$ cat src/rtl/idex_ctrl_pipe_if.sv
// ID/EX control bundle: ID-side fields (_d) and hazard controls in, registered EX copies (_e) and status out.
interface idex_ctrl_pipe_if #(
  parameter int RFIDX_WIDTH = 5,
  parameter int CNT_WIDTH   = 16
);
  logic                   valid_d,     valid_e;
  logic [3:0]             aluctrl_d,   aluctrl_e;
  logic [2:0]             aluctrl1_d,  aluctrl1_e;
  logic [1:0]             alusrca_d,   alusrca_e;
  logic                   alusrcb_d,   alusrcb_e;
  logic                   memwrite_d,  memwrite_e;
  logic                   lunsigned_d, lunsigned_e;
  logic                   j_d,         j_e;
  logic                   btype_d,     btype_e;
  logic                   memtoreg_d,  memtoreg_e;
  logic                   regwrite_d,  regwrite_e;
  logic [1:0]             lwhb_d,      lwhb_e;
  logic [1:0]             swhb_d,      swhb_e;
  logic [RFIDX_WIDTH-1:0] rd_d,        rd_e;
  logic [RFIDX_WIDTH-1:0] rs1_d,       rs1_e;
  logic [RFIDX_WIDTH-1:0] rs2_d,       rs2_e;
  logic                   use_rs1_d,   use_rs1_e;
  logic                   use_rs2_d,   use_rs2_e;
  logic                   flush_e;
  logic                   stall_ext;
  logic                   stall_d;
  logic [CNT_WIDTH-1:0]   bubble_cnt;

  modport master (
    output valid_d, aluctrl_d, aluctrl1_d, alusrca_d, alusrcb_d, memwrite_d,
           lunsigned_d, j_d, btype_d, memtoreg_d, regwrite_d, lwhb_d, swhb_d,
           rd_d, rs1_d, rs2_d, use_rs1_d, use_rs2_d, flush_e, stall_ext,
    input  valid_e, aluctrl_e, aluctrl1_e, alusrca_e, alusrcb_e, memwrite_e,
           lunsigned_e, j_e, btype_e, memtoreg_e, regwrite_e, lwhb_e, swhb_e,
           rd_e, rs1_e, rs2_e, use_rs1_e, use_rs2_e, stall_d, bubble_cnt
  );

  modport slave (
    input  valid_d, aluctrl_d, aluctrl1_d, alusrca_d, alusrcb_d, memwrite_d,
           lunsigned_d, j_d, btype_d, memtoreg_d, regwrite_d, lwhb_d, swhb_d,
           rd_d, rs1_d, rs2_d, use_rs1_d, use_rs2_d, flush_e, stall_ext,
    output valid_e, aluctrl_e, aluctrl1_e, alusrca_e, alusrcb_e, memwrite_e,
           lunsigned_e, j_e, btype_e, memtoreg_e, regwrite_e, lwhb_e, swhb_e,
           rd_e, rs1_e, rs2_e, use_rs1_e, use_rs2_e, stall_d, bubble_cnt
  );
endinterface

$ cat src/rtl/idex_ctrl_pipe.sv
// ID/EX control pipeline register with load-use hazard detection, flush bubbles
// and a saturating bubble counter.
module idex_ctrl_pipe #(
  parameter int RFIDX_WIDTH = 5,
  parameter int CNT_WIDTH   = 16
) (
  input  logic            clk,
  input  logic            reset,
  idex_ctrl_pipe_if.slave bus
);

  typedef struct packed {
    logic [3:0]             aluctrl;
    logic [2:0]             aluctrl1;
    logic [1:0]             alusrca;
    logic                   alusrcb;
    logic                   memwrite;
    logic                   lunsigned;
    logic                   j;
    logic                   btype;
    logic                   memtoreg;
    logic                   regwrite;
    logic [1:0]             lwhb;
    logic [1:0]             swhb;
    logic                   use_rs1;
    logic                   use_rs2;
    logic [RFIDX_WIDTH-1:0] rd;
    logic [RFIDX_WIDTH-1:0] rs1;
    logic [RFIDX_WIDTH-1:0] rs2;
  } ctrl_t;

  ctrl_t                r_ex_p1;
  logic                 r_vld_p1;
  logic [CNT_WIDTH-1:0] r_bubble_cnt;
  logic                 r_post_rst;
  ctrl_t                w_cap;
  logic                 w_lu_hazard;
  logic                 w_bubble;

  function automatic logic [CNT_WIDTH-1:0] sat_inc(input logic [CNT_WIDTH-1:0] v);
    return (&v) ? v : v + {{(CNT_WIDTH-1){1'b0}}, 1'b1};
  endfunction

  always_comb begin
    w_cap           = '0;
    w_cap.rd        = bus.rd_d;
    w_cap.rs1       = bus.rs1_d;
    w_cap.rs2       = bus.rs2_d;
    // An empty ID slot carries its indices but never any control that could retire.
    if (bus.valid_d) begin
      w_cap.aluctrl   = bus.aluctrl_d;
      w_cap.aluctrl1  = bus.aluctrl1_d;
      w_cap.alusrca   = bus.alusrca_d;
      w_cap.alusrcb   = bus.alusrcb_d;
      w_cap.memwrite  = bus.memwrite_d;
      w_cap.lunsigned = bus.lunsigned_d;
      w_cap.j         = bus.j_d;
      w_cap.btype     = bus.btype_d;
      w_cap.memtoreg  = bus.memtoreg_d;
      w_cap.regwrite  = bus.regwrite_d;
      w_cap.lwhb      = bus.lwhb_d;
      w_cap.swhb      = bus.swhb_d;
      w_cap.use_rs1   = bus.use_rs1_d;
      w_cap.use_rs2   = bus.use_rs2_d;
    end
  end

  assign w_lu_hazard = r_vld_p1 & r_ex_p1.memtoreg & (r_ex_p1.rd != '0) & bus.valid_d &
                       ((bus.use_rs1_d & (bus.rs1_d == r_ex_p1.rd)) |
                        (bus.use_rs2_d & (bus.rs2_d == r_ex_p1.rd)));
  assign w_bubble    = bus.flush_e | w_lu_hazard;
  assign bus.stall_d = ~reset & ~r_post_rst &
                       (bus.stall_ext | (w_lu_hazard & ~bus.flush_e));

  // ID -> EX stage boundary
  always_ff @(posedge clk) begin
    if (reset) begin
      r_ex_p1      <= '0;
      r_vld_p1     <= 1'b0;
      r_bubble_cnt <= '0;
      r_post_rst   <= 1'b1;
    end else begin
      r_post_rst <= 1'b0;
      if (!bus.stall_ext) begin
        if (w_bubble) begin
          r_ex_p1      <= '0;
          r_vld_p1     <= 1'b0;
          r_bubble_cnt <= sat_inc(r_bubble_cnt);
        end else begin
          r_ex_p1  <= w_cap;
          r_vld_p1 <= bus.valid_d;
        end
      end
    end
  end

  assign bus.valid_e     = r_vld_p1;
  assign bus.aluctrl_e   = r_ex_p1.aluctrl;
  assign bus.aluctrl1_e  = r_ex_p1.aluctrl1;
  assign bus.alusrca_e   = r_ex_p1.alusrca;
  assign bus.alusrcb_e   = r_ex_p1.alusrcb;
  assign bus.memwrite_e  = r_ex_p1.memwrite;
  assign bus.lunsigned_e = r_ex_p1.lunsigned;
  assign bus.j_e         = r_ex_p1.j;
  assign bus.btype_e     = r_ex_p1.btype;
  assign bus.memtoreg_e  = r_ex_p1.memtoreg;
  assign bus.regwrite_e  = r_ex_p1.regwrite;
  assign bus.lwhb_e      = r_ex_p1.lwhb;
  assign bus.swhb_e      = r_ex_p1.swhb;
  assign bus.use_rs1_e   = r_ex_p1.use_rs1;
  assign bus.use_rs2_e   = r_ex_p1.use_rs2;
  assign bus.rd_e        = r_ex_p1.rd;
  assign bus.rs1_e       = r_ex_p1.rs1;
  assign bus.rs2_e       = r_ex_p1.rs2;
  assign bus.bubble_cnt  = r_bubble_cnt;

endmodule

$ cat src/flat_wrapper.sv
// flat-port wrapper written by rule: the top's interface ports become plain ports
module idex_ctrl_pipe_flat 
#(
  parameter int RFIDX_WIDTH = 5,
  parameter int CNT_WIDTH   = 16
)
  (clk, reset, bus_valid_d, bus_aluctrl_d, bus_aluctrl1_d, bus_alusrca_d, bus_alusrcb_d, bus_memwrite_d, bus_lunsigned_d, bus_j_d, bus_btype_d, bus_memtoreg_d, bus_regwrite_d, bus_lwhb_d, bus_swhb_d, bus_rd_d, bus_rs1_d, bus_rs2_d, bus_use_rs1_d, bus_use_rs2_d, bus_flush_e, bus_stall_ext, bus_valid_e, bus_aluctrl_e, bus_aluctrl1_e, bus_alusrca_e, bus_alusrcb_e, bus_memwrite_e, bus_lunsigned_e, bus_j_e, bus_btype_e, bus_memtoreg_e, bus_regwrite_e, bus_lwhb_e, bus_swhb_e, bus_rd_e, bus_rs1_e, bus_rs2_e, bus_use_rs1_e, bus_use_rs2_e, bus_stall_d, bus_bubble_cnt);
  idex_ctrl_pipe_if #(.RFIDX_WIDTH(RFIDX_WIDTH), .CNT_WIDTH(CNT_WIDTH)) bus_i ();
  input  logic clk;
  input  logic reset;
  input wire logic [$bits(bus_i.valid_d)-1:0] bus_valid_d;
  input wire logic [$bits(bus_i.aluctrl_d)-1:0] bus_aluctrl_d;
  input wire logic [$bits(bus_i.aluctrl1_d)-1:0] bus_aluctrl1_d;
  input wire logic [$bits(bus_i.alusrca_d)-1:0] bus_alusrca_d;
  input wire logic [$bits(bus_i.alusrcb_d)-1:0] bus_alusrcb_d;
  input wire logic [$bits(bus_i.memwrite_d)-1:0] bus_memwrite_d;
  input wire logic [$bits(bus_i.lunsigned_d)-1:0] bus_lunsigned_d;
  input wire logic [$bits(bus_i.j_d)-1:0] bus_j_d;
  input wire logic [$bits(bus_i.btype_d)-1:0] bus_btype_d;
  input wire logic [$bits(bus_i.memtoreg_d)-1:0] bus_memtoreg_d;
  input wire logic [$bits(bus_i.regwrite_d)-1:0] bus_regwrite_d;
  input wire logic [$bits(bus_i.lwhb_d)-1:0] bus_lwhb_d;
  input wire logic [$bits(bus_i.swhb_d)-1:0] bus_swhb_d;
  input wire logic [$bits(bus_i.rd_d)-1:0] bus_rd_d;
  input wire logic [$bits(bus_i.rs1_d)-1:0] bus_rs1_d;
  input wire logic [$bits(bus_i.rs2_d)-1:0] bus_rs2_d;
  input wire logic [$bits(bus_i.use_rs1_d)-1:0] bus_use_rs1_d;
  input wire logic [$bits(bus_i.use_rs2_d)-1:0] bus_use_rs2_d;
  input wire logic [$bits(bus_i.flush_e)-1:0] bus_flush_e;
  input wire logic [$bits(bus_i.stall_ext)-1:0] bus_stall_ext;
  output wire logic [$bits(bus_i.valid_e)-1:0] bus_valid_e;
  output wire logic [$bits(bus_i.aluctrl_e)-1:0] bus_aluctrl_e;
  output wire logic [$bits(bus_i.aluctrl1_e)-1:0] bus_aluctrl1_e;
  output wire logic [$bits(bus_i.alusrca_e)-1:0] bus_alusrca_e;
  output wire logic [$bits(bus_i.alusrcb_e)-1:0] bus_alusrcb_e;
  output wire logic [$bits(bus_i.memwrite_e)-1:0] bus_memwrite_e;
  output wire logic [$bits(bus_i.lunsigned_e)-1:0] bus_lunsigned_e;
  output wire logic [$bits(bus_i.j_e)-1:0] bus_j_e;
  output wire logic [$bits(bus_i.btype_e)-1:0] bus_btype_e;
  output wire logic [$bits(bus_i.memtoreg_e)-1:0] bus_memtoreg_e;
  output wire logic [$bits(bus_i.regwrite_e)-1:0] bus_regwrite_e;
  output wire logic [$bits(bus_i.lwhb_e)-1:0] bus_lwhb_e;
  output wire logic [$bits(bus_i.swhb_e)-1:0] bus_swhb_e;
  output wire logic [$bits(bus_i.rd_e)-1:0] bus_rd_e;
  output wire logic [$bits(bus_i.rs1_e)-1:0] bus_rs1_e;
  output wire logic [$bits(bus_i.rs2_e)-1:0] bus_rs2_e;
  output wire logic [$bits(bus_i.use_rs1_e)-1:0] bus_use_rs1_e;
  output wire logic [$bits(bus_i.use_rs2_e)-1:0] bus_use_rs2_e;
  output wire logic [$bits(bus_i.stall_d)-1:0] bus_stall_d;
  output wire logic [$bits(bus_i.bubble_cnt)-1:0] bus_bubble_cnt;
  assign bus_i.valid_d = bus_valid_d;
  assign bus_i.aluctrl_d = bus_aluctrl_d;
  assign bus_i.aluctrl1_d = bus_aluctrl1_d;
  assign bus_i.alusrca_d = bus_alusrca_d;
  assign bus_i.alusrcb_d = bus_alusrcb_d;
  assign bus_i.memwrite_d = bus_memwrite_d;
  assign bus_i.lunsigned_d = bus_lunsigned_d;
  assign bus_i.j_d = bus_j_d;
  assign bus_i.btype_d = bus_btype_d;
  assign bus_i.memtoreg_d = bus_memtoreg_d;
  assign bus_i.regwrite_d = bus_regwrite_d;
  assign bus_i.lwhb_d = bus_lwhb_d;
  assign bus_i.swhb_d = bus_swhb_d;
  assign bus_i.rd_d = bus_rd_d;
  assign bus_i.rs1_d = bus_rs1_d;
  assign bus_i.rs2_d = bus_rs2_d;
  assign bus_i.use_rs1_d = bus_use_rs1_d;
  assign bus_i.use_rs2_d = bus_use_rs2_d;
  assign bus_i.flush_e = bus_flush_e;
  assign bus_i.stall_ext = bus_stall_ext;
  assign bus_valid_e = bus_i.valid_e;
  assign bus_aluctrl_e = bus_i.aluctrl_e;
  assign bus_aluctrl1_e = bus_i.aluctrl1_e;
  assign bus_alusrca_e = bus_i.alusrca_e;
  assign bus_alusrcb_e = bus_i.alusrcb_e;
  assign bus_memwrite_e = bus_i.memwrite_e;
  assign bus_lunsigned_e = bus_i.lunsigned_e;
  assign bus_j_e = bus_i.j_e;
  assign bus_btype_e = bus_i.btype_e;
  assign bus_memtoreg_e = bus_i.memtoreg_e;
  assign bus_regwrite_e = bus_i.regwrite_e;
  assign bus_lwhb_e = bus_i.lwhb_e;
  assign bus_swhb_e = bus_i.swhb_e;
  assign bus_rd_e = bus_i.rd_e;
  assign bus_rs1_e = bus_i.rs1_e;
  assign bus_rs2_e = bus_i.rs2_e;
  assign bus_use_rs1_e = bus_i.use_rs1_e;
  assign bus_use_rs2_e = bus_i.use_rs2_e;
  assign bus_stall_d = bus_i.stall_d;
  assign bus_bubble_cnt = bus_i.bubble_cnt;
  idex_ctrl_pipe #(.RFIDX_WIDTH(RFIDX_WIDTH), .CNT_WIDTH(CNT_WIDTH)) u_core (.clk(clk), .reset(reset), .bus(bus_i));
endmodule
$ cat config.mk
export PLATFORM = sky130hd
export DESIGN_NAME = idex_ctrl_pipe_flat
export DESIGN_NICKNAME = d
export VERILOG_FILES = /design/src/rtl/idex_ctrl_pipe_if.sv /design/src/rtl/idex_ctrl_pipe.sv /design/src/flat_wrapper.sv
export SDC_FILE = /design/constraint.sdc
export NUM_CORES = 1
export LEC_CHECK = 0
export CAP_MARGIN = 20
export CORE_MARGIN = 2
export CORE_UTILIZATION = 42
export DETAILED_ROUTE_END_ITERATION = 10
export PLACE_DENSITY = 0.78
export RECOVER_POWER = 25
export SYNTH_ARGS = -nofsm -noshare
export SYNTH_HDL_FRONTEND = slang
export SYNTH_SLANG_ARGS = --single-unit
$ cat constraint.sdc
create_clock -name clk -period 2.2 [get_ports clk]
set_input_delay 0.22 -clock clk [delete_from_list [all_inputs] [get_ports clk]]
set_output_delay 0.22 -clock clk [all_outputs]
set_load 0.005 [all_outputs]
=== Yosys cells after proc, flatten, opt, wreduce, memory -nomap -nowiden ===
Index checks and enable logic that the tools add are counted.

* Bits in registers: 55
* Input bits: 42
* Output and inout port bits: 55
* Word-level logic and storage cells: 47

* $add $sub $neg: 1
* Equal/unequal tests: 2
* Muxes and demuxes: 4
* Bitwise logic cells: 17
* Reduce and logical (&&, ||, !) cells: 3

{| class="wikitable"
|+ Operator list
! kind !! count
|-
| 37-bit two-way mux || 1
|-
| 22-bit two-way mux || 1
|-
| 16-bit by 1-bit adder with 16-bit output, second input constant || 1
|-
| 16-bit AND reduction || 1
|-
| 5-bit == test || 2
|-
| 1-bit AND || 9
|-
| 1-bit inverter || 5
|-
| 5-bit nonzero test || 1
|-
| 1-bit bitwise OR || 3
|-
| 3-bit AND reduction || 1
|-
| 1-bit two-way mux || 2
|}

=== Depth between registers and ports, before layout ===
* Word-level depth: 7
* Mapped depth: 8
* Depth with buffers taken out: 7

=== Least setup slack after synthesis ===
Ideal clock, no wire load.

* Kind: flip-flop to flip-flop
* From: register u_core.r_bubble_cnt[0], in the netlist u_core.bus.bubble_cnt[0]
* To: register u_core.r_bubble_cnt[12], in the netlist u_core.bus.bubble_cnt[12]
* Setup time: 0.071 ns
* Arrival time: 2.005 ns
* Data required time: 2.129 ns
* Slack: 0.125 ns
* Stages on the path, launching flop included: 9
* Path buffers: 1
* Period minus slack after synthesis: 2.075 ns
* Path through: dfxtp_1 -> ha_1 -> and4_1 -> and4_1 -> a221oi_2 -> nand2_1 -> buf_2 -> or3_1 -> a21oi_1

* Cells in the longest elaborated chain, start to end: 3
* Elaborated cells between the ends (all ways): 4
* Those cells by class: add/sub: 1; bitwise: 1; reduce/logical: 2

{| class="wikitable"
|+ Ends and longest elaborated chain
! element !! line !! RTL
|-
| start: declaration || idex_ctrl_pipe.sv:34 || <nowiki>logic [CNT_WIDTH-1:0] r_bubble_cnt;</nowiki>
|-
| start signal: assignment || idex_ctrl_pipe.sv:88 || <nowiki>r_bubble_cnt <= sat_inc(r_bubble_cnt);</nowiki>
|-
| parallel branches: the longest is 3 deep, another holds 16-bit by 1-bit adder with 16-bit output || -- ||
|}

Parallel ways; which one is timed is not known.
A chain may end at the register's enable or synchronous reset.

=== Final worst setup path ===
* From: register u_core.r_ex_p1 (netlist bit u_core.bus.rd_e[2])
* To: register u_core.r_bubble_cnt[9], in the netlist u_core.bus.bubble_cnt[9]

* Cells in the longest elaborated chain, start to end: 6
* Elaborated cells between the ends (all ways): 11
* Those cells by class: eq/ne: 2; bitwise: 7; reduce/logical: 2

{| class="wikitable"
|+ Ends and longest elaborated chain
! element !! line !! RTL
|-
| start: declaration || idex_ctrl_pipe.sv:32 || <nowiki>ctrl_t r_ex_p1;</nowiki>
|-
| start signal: assignment || idex_ctrl_pipe.sv:90 || <nowiki>r_ex_p1 <= w_cap;</nowiki>
|-
| 5-bit == test, or another cell as far along || idex_ctrl_pipe.sv:69 || <nowiki>((bus.use_rs1_d & (bus.rs1_d == r_ex_p1.rd)) |</nowiki>
|-
| 1-bit AND, on equally long branches || idex_ctrl_pipe.sv:69, idex_ctrl_pipe.sv:68, idex_ctrl_pipe.sv:70 ||
|-
| 1-bit bitwise OR / 1-bit AND (equally long branches) || idex_ctrl_pipe.sv:69, idex_ctrl_pipe.sv:68 ||
|-
| 1-bit AND * || idex_ctrl_pipe.sv:68 || <nowiki>assign w_lu_hazard = r_vld_p1 & r_ex_p1.memtoreg & (r_ex_p1.rd != '0) & bus.valid_d &</nowiki>
|-
| 1-bit bitwise OR * || idex_ctrl_pipe.sv:71 || <nowiki>assign w_bubble = bus.flush_e | w_lu_hazard;</nowiki>
|-
| 3-bit AND reduction (no line) * || -- ||
|}

Every way passes the cells marked *; elsewhere a longest branch is shown, timed or not.

==> reports/metrics.yaml <==
status: "completed"
cts-hold-fix-buffers: 0
dp_slack_ns: -0.1233
internal-power_mw: 1.585
cp.arrival_ns: 2.30
max_freq_ghz: 0.4764
vias: 2271
num_rows: 27
final_common_cell: "clkdlybuf4s50_1"
wirelength_mm: 6.406
grt_pass1_vias: 2225
final_util: 0.6800
crit_path_end_kind: "register"
worstMarginPinSlew_ns: 0.5661
syn_nets: 291
switching_share: 0.2325
cpMostUsedCell: "buf_4"
drc: 0
antenna_found_initial: 0
worstSetupStartpoint: "u_core.bus.rd_e[2]"
ff2ff_path_depth: 8
synth_area_leaders: "dfxtp_1, mux2i_1, nor2_1, a22oi_1, xnor2_1"
hold_class: "in2reg"
numCtsBuffers: 5
critical_path_class: "reg2reg"
path_cells: "buf_4 -> xnor2_1 -> nand2_1 -> o22ai_2 -> buf_4 -> a21oi_4 -> nor4_1 -> mux2_2"
ios: 97
dp_hpwl_mm: 4.460
dieArea_sq_um: 6165
firstDrtPassIters: 4
reg2reg_slack_ns: 0.10
power_density_nw_per_um2: 558.4
max_stage_delay_ns: 0.37
timing.rr.end: "u_core.bus.bubble_cnt[9]"
cts_buffer_depth: 2
wl_per_cell_um: 14.83
endpoint: "u_core.bus.bubble_cnt[9]"
cts-root-buf: "clkbuf_8"
worst_clock_skew_ns: 0.008504
max-slew-margin-rel: 0.6203
overflow: 0
finalSetupViolCount: 0
worstReg2RegStart: "u_core.bus.rd_e[2]"
syn-instance-count: 248
critical_path_peak_fanout: 6
slew_violations: 0
yosys_warnings: 0
htree_levels: 2
finalCritPeriodShare: 0.9542
ys_seq_elements: 55
synth_top_area_cell: "dfxtp_1"
clk_latency_ns: 0.31
grt_max_degree: 36
slowest_stage: "mux2_2"
clkTransAtPathRegs_ns: 0.09
postSynthAreaPerCell_sq_um: 9.404
initial_core_util: 0.4288
ant_nets: 0
nets: 402
via_per_inst: 5.257
finalHoldViolCount: 0
synthToLayoutAreaGrowth_pct: 58.58
fin_crit_ns: 2.099
final_layout_size_suffix_gt1_frac: 0.1472
syn-cell-area_sq_um: 2332
synth_cell_types: 40
cp-start-kind: "register"
cts.sinks: 55
die_w_um: 78.52
fin_ws_ns: 0.1008
p_leak_nw: 1.469
mostFrequentLayoutCells: "clkdlybuf4s50_1, dfxtp_1, nor2_1, dlygate4sd3_1, mux2i_1"
core_area_sq_um: 5439
cts_tree: "yes"
antenna_cells: 0
critical_path_required_ns: 2.40
cap_violations: 0
die_h_um: 78.52
portBuffers: 96
drt_iter0_markers: 107
combPwrFrac: 0.152
power_frac_seq: 0.506
track_usage: 0.2054
peakVddDrop_mv: 0.4307
yosys.area.top_type_share: 0.4721
p_sw_mw: 0.4801
finalWeightedCongestion: 0.8037
seq_area_frac_synth: 0.4721
power_frac_clock: 0.342
grt_first_pass_wirelength_mm: 10.01
synth_stat cells (all sizes together):
cell type   n
a211oi      2
a21oi      14
a221oi      1
a22oi      15
a31o        1
a31oi       1
and3        4
and4        3
buf         5
clkbuf      9
dfxtp      55
ha          1
inv         2
mux2        2
mux2i      23
nand2       9
nand2b      1
nand3       7
nand3b      1
nand4       2
nand4b      1
nor2       43
nor2b       2
nor3        1
nor4        2
o2111a      1
o2111ai     1
o21ai       9
o21bai      1
o221ai      1
o22ai       1
o31ai       2
or3         9
or3b        1
or4         3
xnor2      10
xor2        2
power groups by stage:
stage          clock network [mW]  logic (mW)  registers (mW)
4_1_cts                     0.724       0.310            1.05
6_report                    0.706       0.313            1.05
2_1_floorplan                   0       0.116            1.07
3_3_place_gp                    0       0.301            1.07
3_5_place_dp                    0       0.306            1.07
5_1_grt                     0.763       0.338            1.05
final cells by class:
cell class,count,area (sq um)
timing repair buffer,117,1134
sequential,55,1107
inverter,2,7.507
fill,436,1740
clock inverter,2,38.79
multi-input combinational,178,1239
clock buffer,6,82.58
tap,72,90.09
worst min-delay path by stage:
stage                                   from                       end  cells after the start
after global placement    u_core.bus.valid_e        u_core.bus.valid_e                      2
after detailed placement  u_core.bus.valid_e        u_core.bus.valid_e                      2
after floorplan                        reset         u_core.r_post_rst                      0
after CTS                      bus_stall_ext  u_core.bus.bubble_cnt[5]                      3
after global routing           bus_stall_ext  u_core.bus.bubble_cnt[5]                      3
final                          bus_stall_ext  u_core.bus.bubble_cnt[5]                      3
repair_timing:
action,CTS,global route
setup buffers,0,1
endpoints found under the setup margin,2,7
pin swaps,1,6
gates cloned,0,1
gates resized for setup,5,17
cell families after synthesis:
kind of cell / count (synthesis) / share of synthesized area
simple gates: 89 / 0.1862
fa+ha+maj: 1 / 0.005364
compound gates: 50 / 0.1518
xor+xnor: 12 / 0.04506
buf+inv: 16 / 0.03112
flops: 55 / 0.4721
mux: 25 / 0.1084
stage by stage:
stage                     cell area, sq um  hold WS [ns]  setup TNS (ns)  power [mW]  std cells
after floorplan                       2332        0.2477               0       1.188        248
after global placement                3492        0.4697         -0.2122       1.369        422
after detailed placement              3492        0.4717         -0.9018       1.375        422
after CTS                             3621        0.3848               0       2.082        430
after global routing                  3699        0.4899        -0.06842       2.151        432
final                                 3699        0.4532               0       2.065        432
flip-flops by register name, summed over array words and instances, names as in the netlist, 2 cells and up:
signal                 cells
u_core.bus.swhb_e          2
u_core.bus.rs1_e           5
u_core.bus.rd_e            5
u_core.bus.lwhb_e          2
u_core.bus.bubble_cnt     16
u_core.bus.aluctrl1_e      3
u_core.bus.rs2_e           5
u_core.bus.aluctrl_e       4
u_core.bus.alusrca_e       2
layer usage:
| layer | up-vias | GRT usage | routed length, um |
|---|---|---|---|
| met5 | - | 0 | 0 |
| met4 | 0 | 0.09123 | 127 |
| met3 | 12 | 0.07586 | 488 |
| met2 | 77 | 0.3513 | 3158 |
| met1 | 1070 | 0.2266 | 2631 |
| li1 | 1112 | - | - |
critical path, delay by kind of cell, from the launching register on:
| kind | cells | cell delay [ns] |
|---|---|---|
| AOI/OAI and AO/OA | 2 | 0.33 |
| buffers and inverters | 2 | 0.35 |
| muxes | 1 | 0.37 |
| and+or+nand+nor | 2 | 0.42 |
| DFF | 1 | 0.33 |
| xor gates and xnor gates | 1 | 0.21 |
Power figures use the tool's default switching activity.
